--- src/rtl/dut_driver_if.sv ---
// FIFO and DUT-facing signal bundle for dut_driver.
// master = the driver engine, slave = the FIFOs/DUT side.
interface dut_driver_if #(
  parameter int STF_WIDTH = 24,
  parameter int RTF_WIDTH = 24,
  parameter int CMD_WIDTH = 5,
  parameter int REQ_WIDTH = 3,
  parameter int DIF_WIDTH = REQ_WIDTH + CMD_WIDTH + STF_WIDTH
);
  logic                 dififo_rdreq;
  logic                 dififo_rdempty;
  logic [DIF_WIDTH-1:0] dififo_dataq;
  logic                 sfifo_rdreq;
  logic                 sfifo_rdempty;
  logic [STF_WIDTH-1:0] sfifo_dataq;
  logic [RTF_WIDTH-1:0] rfifo_data;
  logic                 rfifo_wrreq;
  logic                 rfifo_wrfull;
  logic [STF_WIDTH-1:0] dut_in;
  logic [RTF_WIDTH-1:0] dut_out;
  logic                 dut_reset;

  modport master (
    output dififo_rdreq, input dififo_rdempty, dififo_dataq,
    output sfifo_rdreq, input sfifo_rdempty, sfifo_dataq,
    output rfifo_data, rfifo_wrreq, input rfifo_wrfull,
    output dut_in, dut_reset, input dut_out
  );

  modport slave (
    input dififo_rdreq, output dififo_rdempty, dififo_dataq,
    input sfifo_rdreq, output sfifo_rdempty, sfifo_dataq,
    input rfifo_data, rfifo_wrreq, output rfifo_wrfull,
    input dut_in, dut_reset, output dut_out
  );
endinterface

--- src/rtl/dut_driver.sv ---
// Target-side FIFO protocol engine: pops requests/stimulus, drives the DUT,
// samples its masked response and pushes results.
module dut_driver #(
  parameter int STF_WIDTH = 24,
  parameter int RTF_WIDTH = 24,
  parameter int CMD_WIDTH = 5,
  parameter int REQ_WIDTH = 3,
  parameter int DIF_WIDTH = REQ_WIDTH + CMD_WIDTH + STF_WIDTH
) (
  input  logic        clock,
  input  logic        reset,
  input  logic        enable,
  output logic        busy,
  output logic        err_req,
  output logic [15:0] vec_count,
  dut_driver_if.master bus
);

  localparam logic [3:0] S_IDLE     = 4'd0;
  localparam logic [3:0] S_DI_REQ   = 4'd1;
  localparam logic [3:0] S_DECODE   = 4'd2;
  localparam logic [3:0] S_ST_REQ   = 4'd3;
  localparam logic [3:0] S_ST_LATCH = 4'd4;
  localparam logic [3:0] S_SETTLE   = 4'd5;
  localparam logic [3:0] S_CAPTURE  = 4'd6;
  localparam logic [3:0] S_PUSH     = 4'd7;
  localparam logic [3:0] S_WAIT     = 4'd8;
  localparam logic [3:0] S_DUTRST   = 4'd9;

  localparam logic [REQ_WIDTH-1:0] OP_NOP    = REQ_WIDTH'(0);
  localparam logic [REQ_WIDTH-1:0] OP_VECTOR = REQ_WIDTH'(1);
  localparam logic [REQ_WIDTH-1:0] OP_WAIT   = REQ_WIDTH'(2);
  localparam logic [REQ_WIDTH-1:0] OP_MASK   = REQ_WIDTH'(3);
  localparam logic [REQ_WIDTH-1:0] OP_DUTRST = REQ_WIDTH'(4);

  logic [3:0]           state_q, state_d;
  logic [15:0]          cnt_q, cnt_d;
  logic [RTF_WIDTH-1:0] mask_q, mask_d;
  logic [RTF_WIDTH-1:0] result_q, result_d;
  logic [STF_WIDTH-1:0] din_q, din_d;
  logic [15:0]          vcnt_q, vcnt_d;
  logic                 err_q, err_d;

  logic [REQ_WIDTH-1:0] op;
  logic [CMD_WIDTH-1:0] cmd;
  logic [STF_WIDTH-1:0] arg;

  // The request word is only meaningful during DECODE (one cycle after the pop).
  assign {op, cmd, arg} = bus.dififo_dataq;

  always_comb begin
    state_d  = state_q;
    cnt_d    = cnt_q;
    mask_d   = mask_q;
    result_d = result_q;
    din_d    = din_q;
    vcnt_d   = vcnt_q;
    err_d    = err_q;
    case (state_q)
      S_IDLE:   if (enable && !bus.dififo_rdempty) state_d = S_DI_REQ;
      S_DI_REQ: state_d = S_DECODE;
      S_DECODE: begin
        state_d = S_IDLE;
        case (op)
          OP_NOP:    begin end
          OP_VECTOR: begin cnt_d = 16'(cmd); state_d = S_ST_REQ; end
          OP_WAIT: begin
            cnt_d = arg[15:0];
            if (arg[15:0] != 16'd0) state_d = S_WAIT;
          end
          OP_MASK:   mask_d = arg[RTF_WIDTH-1:0];
          OP_DUTRST: begin cnt_d = 16'(cmd); state_d = S_DUTRST; end
          default:   err_d = 1'b1;
        endcase
      end
      S_ST_REQ: if (!bus.sfifo_rdempty) state_d = S_ST_LATCH;
      S_ST_LATCH: begin
        din_d   = bus.sfifo_dataq;
        state_d = (cnt_q == 16'd0) ? S_CAPTURE : S_SETTLE;
      end
      S_SETTLE: begin
        cnt_d = cnt_q - 16'd1;
        if (cnt_q == 16'd1) state_d = S_CAPTURE;
      end
      S_CAPTURE: begin
        result_d = bus.dut_out & mask_q;
        state_d  = S_PUSH;
      end
      S_PUSH: if (!bus.rfifo_wrfull) begin
        vcnt_d  = vcnt_q + 16'd1;
        state_d = S_IDLE;
      end
      S_WAIT: begin
        cnt_d = cnt_q - 16'd1;
        if (cnt_q == 16'd1) state_d = S_IDLE;
      end
      // Counts cmd down to 0 inclusive, so reset is held cmd+1 cycles.
      S_DUTRST: begin
        cnt_d = cnt_q - 16'd1;
        if (cnt_q == 16'd0) state_d = S_IDLE;
      end
      default: state_d = S_IDLE;
    endcase
  end

  always_ff @(posedge clock or posedge reset) begin
    if (reset) begin
      state_q  <= S_IDLE;
      cnt_q    <= '0;
      mask_q   <= '1;
      result_q <= '0;
      din_q    <= '0;
      vcnt_q   <= '0;
      err_q    <= 1'b0;
    end else begin
      state_q  <= state_d;
      cnt_q    <= cnt_d;
      mask_q   <= mask_d;
      result_q <= result_d;
      din_q    <= din_d;
      vcnt_q   <= vcnt_d;
      err_q    <= err_d;
    end
  end

  // Strobes gate on the FIFO flags so a stall simply retries next cycle.
  assign bus.dififo_rdreq = (state_q == S_DI_REQ);
  assign bus.sfifo_rdreq  = (state_q == S_ST_REQ) && !bus.sfifo_rdempty;
  assign bus.rfifo_wrreq  = (state_q == S_PUSH) && !bus.rfifo_wrfull;
  assign bus.rfifo_data   = result_q;
  assign bus.dut_in       = din_q;
  assign bus.dut_reset    = (state_q == S_DUTRST);
  assign busy             = (state_q != S_IDLE);
  assign err_req          = err_q;
  assign vec_count        = vcnt_q;

endmodule

--- src/flat_wrapper.sv ---
// flat-port wrapper written by rule: the top's interface ports become plain ports
module dut_driver_flat 
#(
  parameter int STF_WIDTH = 24,
  parameter int RTF_WIDTH = 24,
  parameter int CMD_WIDTH = 5,
  parameter int REQ_WIDTH = 3,
  parameter int DIF_WIDTH = REQ_WIDTH + CMD_WIDTH + STF_WIDTH
)
  (clock, reset, enable, busy, err_req, vec_count, bus_dififo_rdreq, bus_dififo_rdempty, bus_dififo_dataq, bus_sfifo_rdreq, bus_sfifo_rdempty, bus_sfifo_dataq, bus_rfifo_data, bus_rfifo_wrreq, bus_rfifo_wrfull, bus_dut_in, bus_dut_reset, bus_dut_out);
  dut_driver_if #(.STF_WIDTH(STF_WIDTH), .RTF_WIDTH(RTF_WIDTH), .CMD_WIDTH(CMD_WIDTH), .REQ_WIDTH(REQ_WIDTH), .DIF_WIDTH(DIF_WIDTH)) bus_i ();
  input  logic clock;
  input  logic reset;
  input  logic enable;
  output logic busy;
  output logic err_req;
  output logic [15:0] vec_count;
  output wire logic [$bits(bus_i.dififo_rdreq)-1:0] bus_dififo_rdreq;
  input wire logic [$bits(bus_i.dififo_rdempty)-1:0] bus_dififo_rdempty;
  input wire logic [$bits(bus_i.dififo_dataq)-1:0] bus_dififo_dataq;
  output wire logic [$bits(bus_i.sfifo_rdreq)-1:0] bus_sfifo_rdreq;
  input wire logic [$bits(bus_i.sfifo_rdempty)-1:0] bus_sfifo_rdempty;
  input wire logic [$bits(bus_i.sfifo_dataq)-1:0] bus_sfifo_dataq;
  output wire logic [$bits(bus_i.rfifo_data)-1:0] bus_rfifo_data;
  output wire logic [$bits(bus_i.rfifo_wrreq)-1:0] bus_rfifo_wrreq;
  input wire logic [$bits(bus_i.rfifo_wrfull)-1:0] bus_rfifo_wrfull;
  output wire logic [$bits(bus_i.dut_in)-1:0] bus_dut_in;
  output wire logic [$bits(bus_i.dut_reset)-1:0] bus_dut_reset;
  input wire logic [$bits(bus_i.dut_out)-1:0] bus_dut_out;
  assign bus_dififo_rdreq = bus_i.dififo_rdreq;
  assign bus_i.dififo_rdempty = bus_dififo_rdempty;
  assign bus_i.dififo_dataq = bus_dififo_dataq;
  assign bus_sfifo_rdreq = bus_i.sfifo_rdreq;
  assign bus_i.sfifo_rdempty = bus_sfifo_rdempty;
  assign bus_i.sfifo_dataq = bus_sfifo_dataq;
  assign bus_rfifo_data = bus_i.rfifo_data;
  assign bus_rfifo_wrreq = bus_i.rfifo_wrreq;
  assign bus_i.rfifo_wrfull = bus_rfifo_wrfull;
  assign bus_dut_in = bus_i.dut_in;
  assign bus_dut_reset = bus_i.dut_reset;
  assign bus_i.dut_out = bus_dut_out;
  dut_driver #(.STF_WIDTH(STF_WIDTH), .RTF_WIDTH(RTF_WIDTH), .CMD_WIDTH(CMD_WIDTH), .REQ_WIDTH(REQ_WIDTH), .DIF_WIDTH(DIF_WIDTH)) u_core (.clock(clock), .reset(reset), .enable(enable), .busy(busy), .err_req(err_req), .vec_count(vec_count), .bus(bus_i));
endmodule
--- config.mk ---
export PLATFORM = sky130hd
export DESIGN_NAME = dut_driver_flat
export DESIGN_NICKNAME = d
export VERILOG_FILES = /design/src/rtl/dut_driver_if.sv /design/src/rtl/dut_driver.sv /design/src/flat_wrapper.sv
export SDC_FILE = /design/constraint.sdc
export NUM_CORES = 1
export LEC_CHECK = 0
export ABC_AREA = 0
export CAP_MARGIN = 15
export CORE_MARGIN = 5
export CORE_UTILIZATION = 34
export DETAILED_ROUTE_END_ITERATION = 12
export PLACE_DENSITY = 0.71
export SLEW_MARGIN = 20
export SYNTH_ARGS = -nofsm -noshare
export SYNTH_HDL_FRONTEND = slang
export SYNTH_SLANG_ARGS = --single-unit
--- constraint.sdc ---
create_clock -name clock -period 3.9 [get_ports clock]
set_input_delay 0.78 -clock clock [delete_from_list [all_inputs] [get_ports clock]]
set_output_delay 0.78 -clock clock [all_outputs]
set_load 0.02 [all_outputs]
==> summary.txt, run 1 <==
Setup path
  – Worst setup EP type: primary output
  – Critical Path RT: 3120 ps
  – Most Frequent Cell on Critical Path: clkdlybuf4s50_1
  – RR Startpoint: u_core.cnt_q[0]
  – Max FO, Critical Path: 5
  – Setup CP Type: in2out
  – R2R setup slack: 1550 ps
  – Slowest stage cell, crit path: clkdlybuf4s50_1
  – Critical path startpoint category: input port
  – Critical-path cell list: clkdlybuf4s50_1 -> nor2_1 -> clkdlybuf4s50_1
  – Reg2reg end: u_core.cnt_q[8]
  – Worst stage delay on the critical path: 660 ps
  – Top Family by Delay on Critical Path: buffers and inverters
  – R2R cell count: 7
  – WP buf/inv: 2
  – Crit path arrival time: 2210 ps

Global routing
  – Pin count of the biggest net entering global routing: 64
  – Grt total ovfl: 0
  – GRT Util Overall: 15.0%
  – Vias in the first global route: 4,186
  – First-pass GRT wire length: 21.8 mm
  – Initial antenna violation count: 0

Synthesis
  – Area contributors post-synth: dfrtp_1 (42%), dfstp_2 (13%), mux2_2 (11%)
  – Top-area cell type share of the netlist area: 42.3%
  – Most used DFF post-synth: dfrtp_1
  – Syn avg cell area: 11.0 µm²
  – Flops & latches, synth: 109
  – Post-synth EDFFs: 0
  – Post-synth ARST share: 100%
  – Syn Inst Count: 455
  – Synth Cell Area: 5020 µm²
  – Yosys synthesis warning count: 0
  – Largest area contributor in the netlist: dfrtp_1
  – Syn Nets: 545
  – Distinct cells, synth: 59
  – Seq/Total Area, Yosys: 54.9%

Timing
  – Slew margin rel.: 43.7%
  – Worst-margin pin slew: 843 ps
  – FMAX: 335 MHz
  – Setup TNS after final layout: 0 ps
  – Tcrit/Tclk final: 76.6%
  – PnR worst setup slack: 914 ps
  – Final min period: 2990 ps
  – Final setup fails: 0
  – Slew Viols, Final: 0
  – Skew final: 8.21 ps
  – RSZ-0062 raised after global routing: no
  – Final Hold Vio Count: 0

Floorplan
  – Die ar.: 17,300 µm²
  – Chip Width: 132 µm
  – Initial core utilization: 34.6%
  – # IOs: 156
  – Die Y: 132 µm
  – Std-Cell Rows: 44
  – Core Footprint: 14,500 µm²

Placement
  – Number of port buffers: 155
  – HPWL after DPL: 9.66 mm
  – Dpl cell area: 6780 µm²
  – Worst slack, placed: 897 ps
  – GP Congestion: 0.800
  – Dpl cells: 781

Layout
  – Layout Nets: 698
  – Fraction of layout cells with a size suffix above 1: 18.3%
  – ANT cells: 0
  – Finished Cell Area: 7090 µm²
  – Final non-filler cell total: 797
  – Layout area overhead: 41.0%

Power
  – P_int: 3250 µW
  – Total power: 5070 µW
  – Pwr/cell area: 715 nW/µm²
  – Seq pwr share: 39.8%
  – Clk pwr share: 18.6%
  – Switch Pwr: 1820 µW
  – Max VDD drop: 289 µV
  – Comb pwr share: 41.7%
  – Leak: 0.00288 µW
  – Sw Ratio: 35.9%

Drt
  – Via count: 4,025
  – Number of routed nets with antenna violations: 0
  – Total Wirelength: 13.1 mm
  – Drt wl/cell: 16.5 µm
  – DR iter-0 viols: 175
  – Vias per inst: 5.05
  – DR DRC count: 0
  – DR pass1 iterations: 4

Clock network
  – CTS tree: yes
  – H-tree levels: 3
  – CTS max path bufs: 2
  – CTS Sinks: 109
  – Post_cts resized: 0
  – Post-CTS setup buffer count: 0
  – Worst-skew pair later-pin latency: 350 ps
  – Total CTS buffers: 9
  – Clock transition at path regs: 70 ps
  – Hold buffers post-CTS: 0
  – Root Buffer: clkbuf_16

Worst hold path
  – Worst hold start: u_core.vec_count[15]
  – WHS Endpoint: u_core.vec_count[15]
  – HP Class: reg2reg
  – Worst hold path depth: 1

Run status
  – Outcome: finished, final reports clean

Job
  – Max_cap viols: 0
[layer usage]
| metal | track usage [%] | vias up | wire length (µm) |
|---|---|---|---|
| li1 | - | 1932 | - |
| met1 | 18.5 | 1993 | 5620 |
| met2 | 25.9 | 88 | 6770 |
| met3 | 3.29 | 12 | 555 |
| met4 | 5.43 | 0 | 180 |
| met5 | 0 | - | 0 |
[how the worst max path moves through the flow]
stage	start	endpoint	slack, ps	cells past startpoint
2_1_floorplan	reset	u_core.bus.dut_in[0]	290	1
3_3_place_gp	bus_rfifo_wrfull	bus_rfifo_wrreq	940	3
3_5_place_dp	bus_rfifo_wrfull	bus_rfifo_wrreq	900	3
4_1_cts	bus_rfifo_wrfull	bus_rfifo_wrreq	890	3
5_1_grt	bus_rfifo_wrfull	bus_rfifo_wrreq	850	3
6_report	bus_rfifo_wrfull	bus_rfifo_wrreq	910	3
[power groups by stage]
| stage | registers [µW] | logic [µW] | clock network, µW |
|---|---|---|---|
| final | 2010 | 2110 | 941 |
| after floorplan | 2270 | 946 | 0 |
| after global routing | 2080 | 2280 | 1020 |
| after CTS | 2010 | 2130 | 976 |
| after detailed placement | 2030 | 2130 | 0 |
| after global placement | 2000 | 2080 | 0 |
[cell families after synthesis]
group           after synthesis  share of synthesized area (%)
compound gates               94                           11.1
xor+xnor                     16                           2.79
fa+ha+maj                     4                          0.996
buf+inv                      26                           2.44
flops                       109                           54.9
mux                          56                           12.4
simple gates                150                           15.4
[Yosys cell counts, types with 9 or more instances]
cell / number
a21oi_1: 17
clkbuf_1: 11
dfrtp_1: 85
dfstp_2: 24
mux2_2: 50
nand2_1: 62
nand3_1: 9
nor2_1: 22
nor3_1: 10
o21ai_0: 46
xnor2_1: 9
[sequential cells by signal, summed over array words and instances, names as in the netlist]
signal	count
u_core.bus.dut_in	24
u_core.bus.rfifo_data	24
u_core.mask_q	24
u_core.cnt_q	16
u_core.vec_count	16
u_core.state_q	4
u_core.err_req	1
[layout make-up]
cell class	count	area [µm²]
Fill cell	1331	7450
Sequential cell	109	2760
Multi-Input combinational cell	320	2150
Timing Repair Buffer	162	1620
Clock buffer	12	246
Tap cell	184	230
Clock inverter	4	56.3
Inverter	6	25.0
[cell usage in the layout (no fill, tap or decap), types with 3 or more instances in the layout]
cell type        count
or3b_2               3
o31ai_1              3
nor3_1               9
or4_1                3
nand3_1              8
nand2b_1             5
mux2_2              50
dfrtp_1             85
mux2i_1              6
clkbuf_16            9
ha_1                 4
buf_4                6
xnor2_1              9
nor2_1              22
a22oi_1              4
inv_1                5
and3_1               6
nand2_1             62
dfstp_2             24
o21ai_0             46
nand4_1              4
clkdlybuf4s50_1    155
a21oi_1             17
xor2_1               7
nor4_1               7
[per-stage QoR]
stage	utilization [%]	hold slack (ps)
3_5_place_dp	46.7	461
2_1_floorplan	-	470
4_1_cts	48.8	475
5_1_grt	48.8	494
6_report	48.8	471
3_3_place_gp	46.7	458
No activity file was read; power rests on OpenSTA's default activity.
==> inputs of run 2 (changes only) <==
- clock period: 3.9 -> 3.1 ns (I/O delays scaled with it)
==> run 2 against run 1 <==
Register-to-register slack got worse by 750 ps. Critical path depth is the same. Final area is 0.44% higher. Utilization rose by 0.22 points. Via count decreased by 1.1%. Sequential cell count unchanged. Critical endpoint unchanged. Largest cell class unchanged. Highest routed layer unchanged.
==> summary.txt, run 2 (synthesized netlist as in run 1, its figures left out) <==
Timing
  – Hold slack: 468 ps (was 471 ps)
  – Final min period: 2760 ps
  – Tcrit/Tclk final: 88.9%
  – Skew final: 8.78 ps (was 8.21 ps)
  – RSZ-0062 raised after global routing: no (unchanged)
  – Worst-margin pin slew: 668 ps (was 843 ps)
  – Final Hold Vio Count: 0 (unchanged)
  – Setup TNS after final layout: 0 ps (unchanged)
  – Slew margin rel.: 55.4% (was 43.7%)
  – Final setup fails: 0 (unchanged)
  – Slew Viols, Final: 0 (unchanged)
  – FMAX: 363 MHz

Drt
  – Vias per inst: 4.98 (was 5.05)
  – Number of routed nets with antenna violations: 0 (unchanged)
  – DR iter-0 viols: 222 (was 175)
  – DR pass1 iterations: 4 (unchanged)
  – Total Wirelength: 12.8 mm (was 13.1 mm)
  – Via count: 3,982 (was 4,025)
  – DR DRC count: 0 (unchanged)
  – Drt wl/cell: 16.0 µm (was 16.5 µm)

Clock network
  – Post-CTS setup buffer count: 0 (unchanged)
  – CTS Sinks: 109 (unchanged)
  – Root Buffer: clkbuf_16 (unchanged)
  – Post_cts resized: 0 (unchanged)
  – CTS tree: yes (unchanged)
  – Clock transition at path regs: 70 ps (about the same)
  – Total CTS buffers: 9 (unchanged)
  – Hold buffers post-CTS: 0 (unchanged)
  – H-tree levels: 3 (unchanged)
  – Worst-skew pair later-pin latency: 350 ps (about the same)
  – CTS max path bufs: 2 (unchanged)

Setup path
  – Crit path arrival time: 2140 ps (was 2210 ps)
  – Setup CP Type: reg2out (was in2out)
  – Critical Path RT: 2480 ps (was 3120 ps)
  – Critical-path cell list: nand4b_1 -> nor2_1 -> clkdlybuf4s50_1 (was clkdlybuf4s50_1 -> nor2_1 -> clkdlybuf4s50_1)
  – Critical path startpoint category: flip-flop (was input port)
  – Max FO, Critical Path: 12 (was 5)
  – Worst setup EP type: primary output (unchanged)
  – Worst stage delay on the critical path: 670 ps (was 660 ps)
  – Slowest stage cell, crit path: clkdlybuf4s50_1 (unchanged)

Layout
  – Fillers: 1,293 (was 1,331)
  – Most common cell after layout, fill and taps aside: clkdlybuf4s50_1 (unchanged)
  – Most frequent cells in the layout: clkdlybuf4s50_1 (155), dfrtp_1 (85), nand2_1 (62) (unchanged)
  – ANT cells: 0 (unchanged)
  – Layout area overhead: 41.7% (was 41.0%)
  – Layout Nets: 701 (was 698)
  – Seq. cell area: 2760 µm² (unchanged)
  – Fraction of layout cells with a size suffix above 1: 18.7% (was 18.3%)
  – Multi-input logic area: 2150 µm² (about the same)
  – Core Util, Final: 49.0% (was 48.8%)

Power
  – Max VDD drop: 483 µV (was 289 µV)
  – Leak: 0.00289 µW (was 0.00288 µW)
  – Pwr/cell area: 892 nW/µm² (was 715 nW/µm²)
  – Total power: 6350 µW (was 5070 µW)

Worst hold path
  – HP Class: reg2reg (unchanged)

Floorplan
  – Die ar.: 17,300 µm² (unchanged)
  – Chip Width: 132 µm (unchanged)
  – Die Y: 132 µm (unchanged)
  – Core Footprint: 14,500 µm² (unchanged)
  – # IOs: 156 (unchanged)
  – Std-Cell Rows: 44 (unchanged)
  – Initial core utilization: 34.6% (unchanged)

Global routing
  – GRT Util Overall: 15.0% (about the same)
  – Vias in the first global route: 4,273 (was 4,186)
  – First-pass GRT wire length: 21.6 mm (was 21.8 mm)
  – Grt total ovfl: 0 (unchanged)
  – Pin count of the biggest net entering global routing: 49 (was 64)
  – Initial antenna violation count: 0 (unchanged)

Job
  – Max_cap viols: 0 (unchanged)

Placement
  – Number of port buffers: 155 (unchanged)
  – HPWL after DPL: 9.50 mm (was 9.66 mm)
  – GP Congestion: 0.800 (unchanged)

Run status
  – Outcome: finished, final reports clean (unchanged)
run 2: cell types whose count changed in the layout (fill, tap and decap cells not counted):
cell	previous run	this run
clkinv_4	2	1
nand3_1	8	9
buf_4	6	8
inv_4	1	0
clkbuf_1	2	1
nand3_2	1	0
buf_12	1	2
clkinv_2	0	1
clkinvlp_4	0	2
run 2: worst max-delay path, delay by kind of cell, from the launching register on:
kind / cells / cell delay, ps
flops: 1 / 600
simple gates: 2 / 520
buf+inv: 1 / 670
run 2: path summary, 6_finish.rpt:
check                                            end                  from  slack, ps  cells past startpoint
min in group asynchronous  u_core.bus.rfifo_data[10]                 reset        710                      2
setup / recovery                     bus_rfifo_wrreq     u_core.state_q[0]        340                      3
hold reg to reg                 u_core.vec_count[15]  u_core.vec_count[15]        470                      1
setup reg to reg                    u_core.cnt_q[12]       u_core.cnt_q[0]        800                      7
hold / removal                  u_core.vec_count[15]  u_core.vec_count[15]        470                      1
max in group asynchronous           u_core.mask_q[4]                 reset       1680                      3
run 2: layout make-up:
cell class	count	share of cell area [%]
Sequential cell	109	38.7
Multi-Input combinational cell	320	30.2
Timing Repair Buffer	165	23.2
Clock buffer	11	3.41
Tap cell	184	3.23
Clock inverter	5	0.844
Inverter	6	0.369
run 2: metal layers:
| layer | up-vias | GRT usage (%) | wire [µm] |
|---|---|---|---|
| met1 | 1931 | 18.4 | 5460 |
| met3 | 11 | 4.28 | 628 |
| li1 | 1938 | - | - |
| met2 | 102 | 25.7 | 6570 |
| met4 | 0 | 4.63 | 182 |
| met5 | - | 0 | 0 |
run 2: power breakdown:
group	switching (µW)	internal (µW)
Sequential	432	2090
Clock	531	653
Combinational	1300	1340
run 2: per-stage QoR:
step	cell area, µm²	setup slack, ps	instances
after floorplan	5030	1050	455
after global placement	6810	443	784
after detailed placement	6810	405	784
after CTS	7120	329	800
after global routing	7120	214	800
final	7120	344	800
